**src/rtl/audio_i2s_tx.sv**
```systemverilog
// audio_i2s_tx: I2S transmitter with one-deep pending sample buffer, 64-bclk frames, left-justified MSB one bclk after lrck edge.
// Ports: AUDIO_CLK clock; reset_data sync active-high reset; lsound_in/rsound_in samples latched on sample_valid;
// bclk/lrck/sdata I2S outputs; frame_start, underrun, overrun single-cycle status pulses.
module audio_i2s_tx #(
    parameter int AUD_BIT_DEPTH = 24,
    parameter int BCLK_DIV = 4
) (
    input  logic                     AUDIO_CLK,
    input  logic                     reset_data,
    input  logic [AUD_BIT_DEPTH-1:0] lsound_in,
    input  logic [AUD_BIT_DEPTH-1:0] rsound_in,
    input  logic                     sample_valid,
    output logic                     bclk,
    output logic                     lrck,
    output logic                     sdata,
    output logic                     frame_start,
    output logic                     underrun,
    output logic                     overrun
);
    localparam int DW = $clog2(BCLK_DIV);
    logic [DW-1:0] div_cnt;
    logic [5:0] bit_cnt, s;
    logic [4:0] k, idx;
    logic [AUD_BIT_DEPTH-1:0] frame_l, frame_r, pend_l, pend_r, word;
    logic pend_valid, tick, fe, load, bit_next;
    always_comb begin
        tick = div_cnt == DW'(BCLK_DIV - 1);
        fe = tick && bclk;
        s = bit_cnt + 6'd1;
        load = fe && s == 6'd0;
        k = s[4:0];
        idx = 5'(AUD_BIT_DEPTH) - k;
        word = s[5] ? frame_r : frame_l;
        // slot positions 1..AUD_BIT_DEPTH carry the word MSB first; the rest is zero padding
        bit_next = (k != 5'd0 && k <= 5'(AUD_BIT_DEPTH)) ? word[idx] : 1'b0;
    end
    always_ff @(posedge AUDIO_CLK) begin
        if (reset_data) begin
            div_cnt <= '0;
            bclk <= 1'b0;
            bit_cnt <= 6'd63;
            lrck <= 1'b1;
            sdata <= 1'b0;
            frame_l <= '0;
            frame_r <= '0;
            pend_l <= '0;
            pend_r <= '0;
            pend_valid <= 1'b0;
            frame_start <= 1'b0;
            underrun <= 1'b0;
            overrun <= 1'b0;
        end else begin
            div_cnt <= tick ? '0 : div_cnt + DW'(1);
            if (tick) bclk <= ~bclk;
            frame_start <= load;
            underrun <= load && !pend_valid;
            overrun <= sample_valid && pend_valid && !load;
            if (fe) begin
                bit_cnt <= s;
                lrck <= s[5];
                sdata <= bit_next;
            end
            // a load always consumes the pre-cycle pending contents; a coincident strobe refills pending
            if (load && pend_valid) begin
                frame_l <= pend_l;
                frame_r <= pend_r;
            end
            if (sample_valid) begin
                pend_l <= lsound_in;
                pend_r <= rsound_in;
            end
            pend_valid <= sample_valid || (pend_valid && !load);
        end
    end
endmodule

```
**config.mk**
```make
export PLATFORM = sky130hd
export DESIGN_NAME = audio_i2s_tx
export DESIGN_NICKNAME = d
export VERILOG_FILES = /design/src/rtl/audio_i2s_tx.sv
export SDC_FILE = /design/constraint.sdc
export NUM_CORES = 1
export LEC_CHECK = 0
export CAP_MARGIN = 20
export CORE_MARGIN = 10
export CORE_UTILIZATION = 57
export CTS_CLUSTER_DIAMETER = 120
export DETAILED_ROUTE_END_ITERATION = 12
export DONT_BUFFER_PORTS = 1
export HOLD_SLACK_MARGIN = 0.1
export PLACE_DENSITY_LB_ADDON = 0.3
export SETUP_SLACK_MARGIN = 0.3
export SYNTH_ARGS = -nofsm -noshare
export SYNTH_HDL_FRONTEND = slang
export SYNTH_SLANG_ARGS = --single-unit
```
**constraint.sdc**
```tcl
create_clock -name AUDIO_CLK -period 3.2 [get_ports AUDIO_CLK]
set_clock_uncertainty 0.2 [all_clocks]
set_input_delay 0.64 -clock AUDIO_CLK [delete_from_list [all_inputs] [get_ports AUDIO_CLK]]
set_output_delay 0.64 -clock AUDIO_CLK [all_outputs]
set_load 0.01 [all_outputs]
```
==> run metrics, run 1 <==
outcome=completed; PortBufs=0; first-pass GRT wire length=17600 µm; Crit Path Max Fanout=18; P per Cell Area=approximately 470 nW/µm²; drt via density=between 5 and 6; detailed placement HPWL=7550 µm; Rows=33; io pins=57; post-CTS setup buffers=0; top cells by area, synth=dfxtp_1 45%, mux2i_1 23%, nor2_1 8.4%, o21ai_0 1.3%, nand3_1 1.2%; Worst-Margin Slew=around 0.55 ns; CTS sink cnt=110; final core utilization=between 60% and 70%; worst setup margin=between 0.4 and 0.5 ns; clk buf depth=2; busiest grt layer=met2; Pins Over Slew Limit=0; RR Endpoint=sdata; final net count=533; Slew Limit Headroom=63.2%; Switch Pwr=between 500 and 600 µW; Fin. Hold Viols=0; library cells used by synthesis=57; MaxCap Viol Count=0; Die Y-Extent=112 µm; WP data required=3.28 ns; drt total wl=between 10000 and 15000 µm; worst r2r path cells=7; worst setup path endpoint=sdata; Sw Ratio=roughly 24%; placed cell area=between 4000 and 5000 µm²; final instance area=5020 µm²; Via Count=between 3k and 4k; grt ovf=0; Post-Syn Area=~4800 µm²; cell taking the most area after synthesis=dfxtp_1; Reg clk slew, reported paths=0.11 ns; Pleak=between 0.002 and 0.0025 µW; Seq pwr share=61.2%; Fillers=~740; RSZ-0062 raised after global routing=false; Worst VDD drop=0.286 mV; core area=between 8000 and 9000 µm²; synthesized area per cell=between 9 and 10 µm²; WP data arrival=between 2 and 3 ns; latest clock arrival within the worst-skew pair=about 0.37 ns; dpl cells=574; internal power=~1800 µW; total CTS buffers=9; Yosys warnings=0; Reg area=2200 µm²; Seq/Total Area, Yosys=around 45%; layout cell share with drive strength beyond 1=roughly 7.6%; CTS tree=built; crit end category=flop; Clk pwr share=around a third; GRT met1 Usage=a little over a fifth; met3 usage=roughly 3.9%; die width=about 110 µm; H-tree Lvls=3; register bit total from synthesis=110; Cell Count, Final, Fillers Out=slightly below 600; setup TNS=0 ns; largest net degree at the start of global routing=between 100 and 150; gr usage total=between 10% and 20%; ANT cells=0; Mapped Cells=roughly 500; fin crit share=86.8%; DR WL/cell=18.1 µm; number of global-route vias before repair=between 3k and 4k; initial drt markers=about 170; Final min period=roughly 2.8 ns; synthesized net count=about 550; multi-input logic area=between 2000 and 2500 µm²; number of synthesized flops with an enable pin=0; Root Buffer=clkbuf_8; drt pass-1 iters=5; hold crit path type=primary input to flop; area of the die=roughly 13000 µm²; initial antenna violation count=0; FMAX=around 0.36 GHz; Post-synth top flop=dfxtp_1; CP Class=flop to flop; reg-to-reg critical path startpoint=bit_cnt[1]; Initial Util=between 50% and 60%; pre-CTS setup slack=about 0.4 ns; met2 Usage GRT=approximately 28%; final setup vio count=0; Setup crit start=bit_cnt[1]; Gate power share=between 4 and 5%; Area Growth Syn to Fin=3.54%; routability cong.=between 0.8 and 0.9; Yosys top cell area share=~45%; DRC=0; FF-to-FF setup slack=0.42 ns; asr flop ratio synth=0%; Startpoint Class=flop; antenna violation net count after detailed routing=0
==> how the worst min path moves through the flow <==
stage	startpoint	to	slack, ns	depth (start not counted)
after floorplan	div_cnt[0]	div_cnt[0]	0.20	1
after global placement	div_cnt[0]	div_cnt[0]	0.21	1
after detailed placement	div_cnt[0]	div_cnt[0]	0.22	1
after CTS	reset_data	frame_l[11]	0.12	1
after global routing	reset_data	frame_r[6]	0.12	1
final	reset_data	bclk	0.13	1
==> per-layer routing <==
layer | vias to the layer above | share of wire [%]
met5 | - | 0
met4 | 0 | 1.2
met3 | 12 | 4.7
met2 | 75 | 50
met1 | 1606 | 44
li1 | 1704 | -
==> metrics by stage <==
stage	hold slack, ns	power, µW
5_1_grt	0.121	2430
3_5_place_dp	0.221	1570
3_3_place_gp	0.208	1570
2_1_floorplan	0.204	1580
4_1_cts	0.122	2370
6_report	0.131	2350
==> registers in the layout, summed over array words and instances (netlist names) <==
register	count
overrun	1
sdata	1
bit_cnt	5
bclk	1
lrck	1
pend_l	24
frame_start	1
frame_l	24
div_cnt	2
frame_r	24
pend_r	24
pend_valid	1
underrun	1
==> cell families (layout without fill, tap and decap cells) <==
family / Yosys count / after routing / share of synthesized area, %
compound gates: 50 / 50 / 7.36
buf+inv: 40 / 27 / 4.83
simple gates: 176 / 176 / 17.3
xor+xnor: 9 / 9 / 1.63
flops: 110 / 110 / 45.5
fa+ha+maj: 2 / 2 / 0.516
mux: 111 / 111 / 23.0
==> area by class of cell <==
class / count / share of cell area, %
clock inverters: 6 / 1.27
repair buffers: 7 / 1.30
well taps: 105 / 2.62
clock buffers: 10 / 2.54
multi-input cells: 348 / 48.1
inverters: 4 / 0.299
flip-flops and latches: 110 / 43.9
==> cell usage in the layout (no fill, tap or decap), types with 2 or more instances in the layout <==
cell / instances
xor2_1: 3
a221oi_1: 3
dfxtp_1: 110
nand2b_1: 6
inv_1: 4
buf_4: 6
a311oi_1: 4
nor2b_1: 2
mux2i_1: 110
or3b_2: 2
a31oi_1: 2
nand3_2: 2
nor3b_1: 2
inv_8: 2
a211oi_1: 6
xnor2_1: 6
nor2_1: 109
and3_1: 4
nor3_2: 2
clkbuf_8: 9
nand2_1: 10
or3_1: 2
o21ai_0: 13
nand4_1: 4
a21oi_1: 3
a22oi_1: 4
o21ai_1: 3
o21bai_1: 2
nand3_1: 12
nor3_1: 7
==> cells in the mapped netlist, drive strengths merged, types with 3 or more instances <==
cell    number
a221oi       3
a21oi        3
nand3       14
nand2b       6
xor2         3
nor2       109
inv          4
nand4        4
xnor2        6
nor3         9
and3         5
buf         22
o21ai       16
dfxtp      110
a211oi       6
nand2       12
a22oi        4
mux2i      110
a311oi       4
clkbuf      14
==> power groups by stage <==
stage	logic, µW	registers (µW)	clock network, µW
floorplan	123	1460	0
global placement	101	1470	0
detailed placement	105	1470	0
CTS	105	1440	825
global route	119	1440	868
finish	105	1440	804
==> critical path: stages (launching register included) <==
cell,delay [ns]
dfxtp_1,0.50
ha_2,0.46
nor2b_1,0.28
a221oi_1,0.36
o21ai_0,0.14
a311oi_1,0.32
a311oi_1,0.11
o41ai_2,0.31
==> repair_timing <==
action	CTS	global route
hold buffers	0	0
resized for setup	0	1
endpoints found under the setup margin	0	1
Note: power is estimated with default switching activity, not from simulation.
==> run 2: changes to the inputs <==
- ABC_AREA: not set -> 1
- clock period: 3.2 -> 2.8 ns (I/O delays scaled with it)
==> run metrics, run 2 <==
final net count=650; WHS Endpoint=pend_l[4]; Initial Util=58.3%; reg-to-reg critical path startpoint=bit_cnt[2]; total CTS buffers=9; Worst-Margin Slew=about 0.76 ns; total power=about 3000 µW; Rows=32; P per Cell Area=653 nW/µm²; drt via density=5.43; CTS tree=built; core area=roughly 7700 µm²; Top Metal Used=met4; final setup vio count=0; top cells by area, synth=dfxtp_1 49%, nand2_1 10%, nor2_1 9.5%, nand3_1 7.9%, a21oi_1 6.5%; FF-to-FF setup slack=0.48 ns; number of global-route vias before repair=3720; Pins Over Slew Limit=0; Sw Ratio=a little under a third; Post-Syn Area=4480 µm²; io pins=57; pre-CTS setup slack=approximately 0.45 ns; most common cell in the synthesized netlist=nand2_1; Reg clk slew, reported paths=between 0.1 and 0.15 ns; initial drt markers=between 200 and 250; CP Class=flop to flop; Fin. Hold Viols=0; most instantiated cells after synthesis=119 x nand2_1, 114 x nor2_1, 110 x dfxtp_1; met3 routed WL=415 µm; fin crit share=a little over 80%; crit end category=flop; DR WL/cell=~15 µm; asr flop ratio synth=0%; drt pass-1 iters=5; worst r2r path cells=8; hold slack=between 0.1 and 0.15 ns; FMAX=roughly 0.43 GHz; commonest non-fill, non-tap cell in the layout=nand2_1; DRC=0; setup TNS=0 ns; most frequent cells in the layout=119 x nand2_1, 114 x nor2_1, 110 x dfxtp_1; latest clock arrival within the worst-skew pair=around 0.37 ns; wire length on met2=4900 µm; WP data required=about 2.9 ns; clk buf depth=2; gr usage total=18.5%; number of synthesized flops with an enable pin=0; Area Growth Syn to Fin=4.63%; worst setup margin=between 0.4 and 0.5 ns; hold crit path type=primary input to flop; synthesized area per cell=7.26 µm²; Seq/Total Area, Yosys=roughly 49%; largest net degree at the start of global routing=53; placed cell area=roughly 4500 µm²; Post-synth top flop=dfxtp_1; grt ovf=0; worst hold start=lsound_in[4]; Worst VDD drop=0.422 mV; initial antenna violation count=0; Slew Limit Headroom=49.0%; Gate power share=16.0%; final instance area=approximately 4700 µm²; first-pass GRT wire length=between 15000 and 20000 µm; MaxCap Viol Count=0; ANT cells=0; Switch Pwr=941 µW; Final min period=2.32 ns; Startpoint Class=flop; routability cong.=0.916; internal power=between 2000 and 2500 µW; worst hold stages=2; synthesized net count=between 600 and 700; library cells used by synthesis=25; detailed placement HPWL=7560 µm; outcome=completed; met1 wire length=approximately 5200 µm; RR Endpoint=frame_r[3]; CTS sink cnt=110; layout cell share with drive strength beyond 1=between 5 and 6%; PortBufs=0; Pleak=about 0.0018 µW; register bit total from synthesis=110; RSZ-0062 raised after global routing=false; area of the die=around 12000 µm²; Yosys top cell area share=between 40 and 50%; Seq pwr share=between 50% and 60%; H-tree Lvls=3; die width=around 110 µm; Fillers=760; antenna violation net count after detailed routing=0; Mapped Cells=618; Crit Path Max Fanout=52; Root Buffer=clkbuf_8; WP data arrival=approximately 2.4 ns; Via Count=about 3.8k; drt total wl=10600 µm; Clk pwr share=30.0%; Yosys warnings=0; Die Y-Extent=around 110 µm; cell taking the most area after synthesis=dfxtp_1
## run 2: changes by cell type after synthesis, moves of 6 or more
cell      previous run  this run
inv_1                4        22
buf_4                7         1
o21ai_0             13        56
clkbuf_1            14        27
nand2b_1             6         0
nand3_1             12        71
a21oi_1              3        58
nand2_1             10       119
mux2i_1            110         0
## run 2: through the flow
| step | util [%] | std cells |
|---|---|---|
| floorplan | - | 618 |
| global placement | 58.2 | 687 |
| detailed placement | 58.2 | 687 |
| CTS | 60.9 | 703 |
| global route | 61.0 | 703 |
| finish | 61.0 | 703 |
## run 2: area by class of cell
cell class | instances | area (µm²) | area share, %
Timing Repair Buffer | 9 | 87.6 | 1.87
Clock inverter | 6 | 62.6 | 1.33
Inverter | 23 | 86.3 | 1.84
Tap cell | 102 | 128 | 2.72
Sequential cell | 110 | 2200 | 46.9
Clock buffer | 9 | 124 | 2.64
Multi-Input combinational cell | 444 | 2000 | 42.7
## run 2: critical path, stage by stage (launching register included)
cell,delay [ns]
dfxtp_1,0.53
nand3_2,0.15
o21bai_2,0.19
nand2_2,0.27
nor3_4,0.30
nand2_2,0.07
buf_6,0.21
o21ai_0,0.20
a21oi_1,0.06
## run 2: routing by layer
metal | vias up | GRT usage (%)
li1 | 1971 | -
met3 | 11 | 3.83
met1 | 1756 | 25.0
met5 | - | 0
met4 | 0 | 5.18
met2 | 78 | 29.3
## run 2: what timing repair did
item,4_1_cts,5_1_grt
hold buffers,1,0
setup endpoints to repair,0,35
gates resized for setup,0,3
endpoints found under the hold margin,50,0
buffers inserted,0,0
## run 2: power groups by stage
stage,clock (µW),combinational (µW),sequential (µW)
4_1_cts,940,478,1660
3_3_place_gp,0,457,1690
2_1_floorplan,0,415,1680
6_report,919,490,1660
5_1_grt,1010,553,1670
3_5_place_dp,0,461,1690
## run 2: kinds of logic (layout without fill, tap and decap cells)
logic type | Yosys count | in the layout | synth area share, %
adders and majority gates | 2 | 2 | 0.558
AOI/OAI and AO/OA | 122 | 122 | 13.9
buffers and inverters | 64 | 47 | 6.36
xor gates and xnor gates | 4 | 4 | 0.781
DFF | 110 | 110 | 49.1
and+or+nand+nor | 316 | 316 | 29.3
## run 2: how the worst max path moves through the flow
stage	cells after the start	start	slack, ns	end
final	8	bit_cnt[2]	0.48	frame_r[3]
after global routing	8	bit_cnt[2]	0.32	pend_valid
after CTS	9	bit_cnt[2]	0.43	frame_r[17]
after detailed placement	8	bit_cnt[2]	0.45	pend_valid
after global placement	9	bit_cnt[0]	0.55	pend_valid
after floorplan	9	bit_cnt[1]	0.80	frame_l[21]
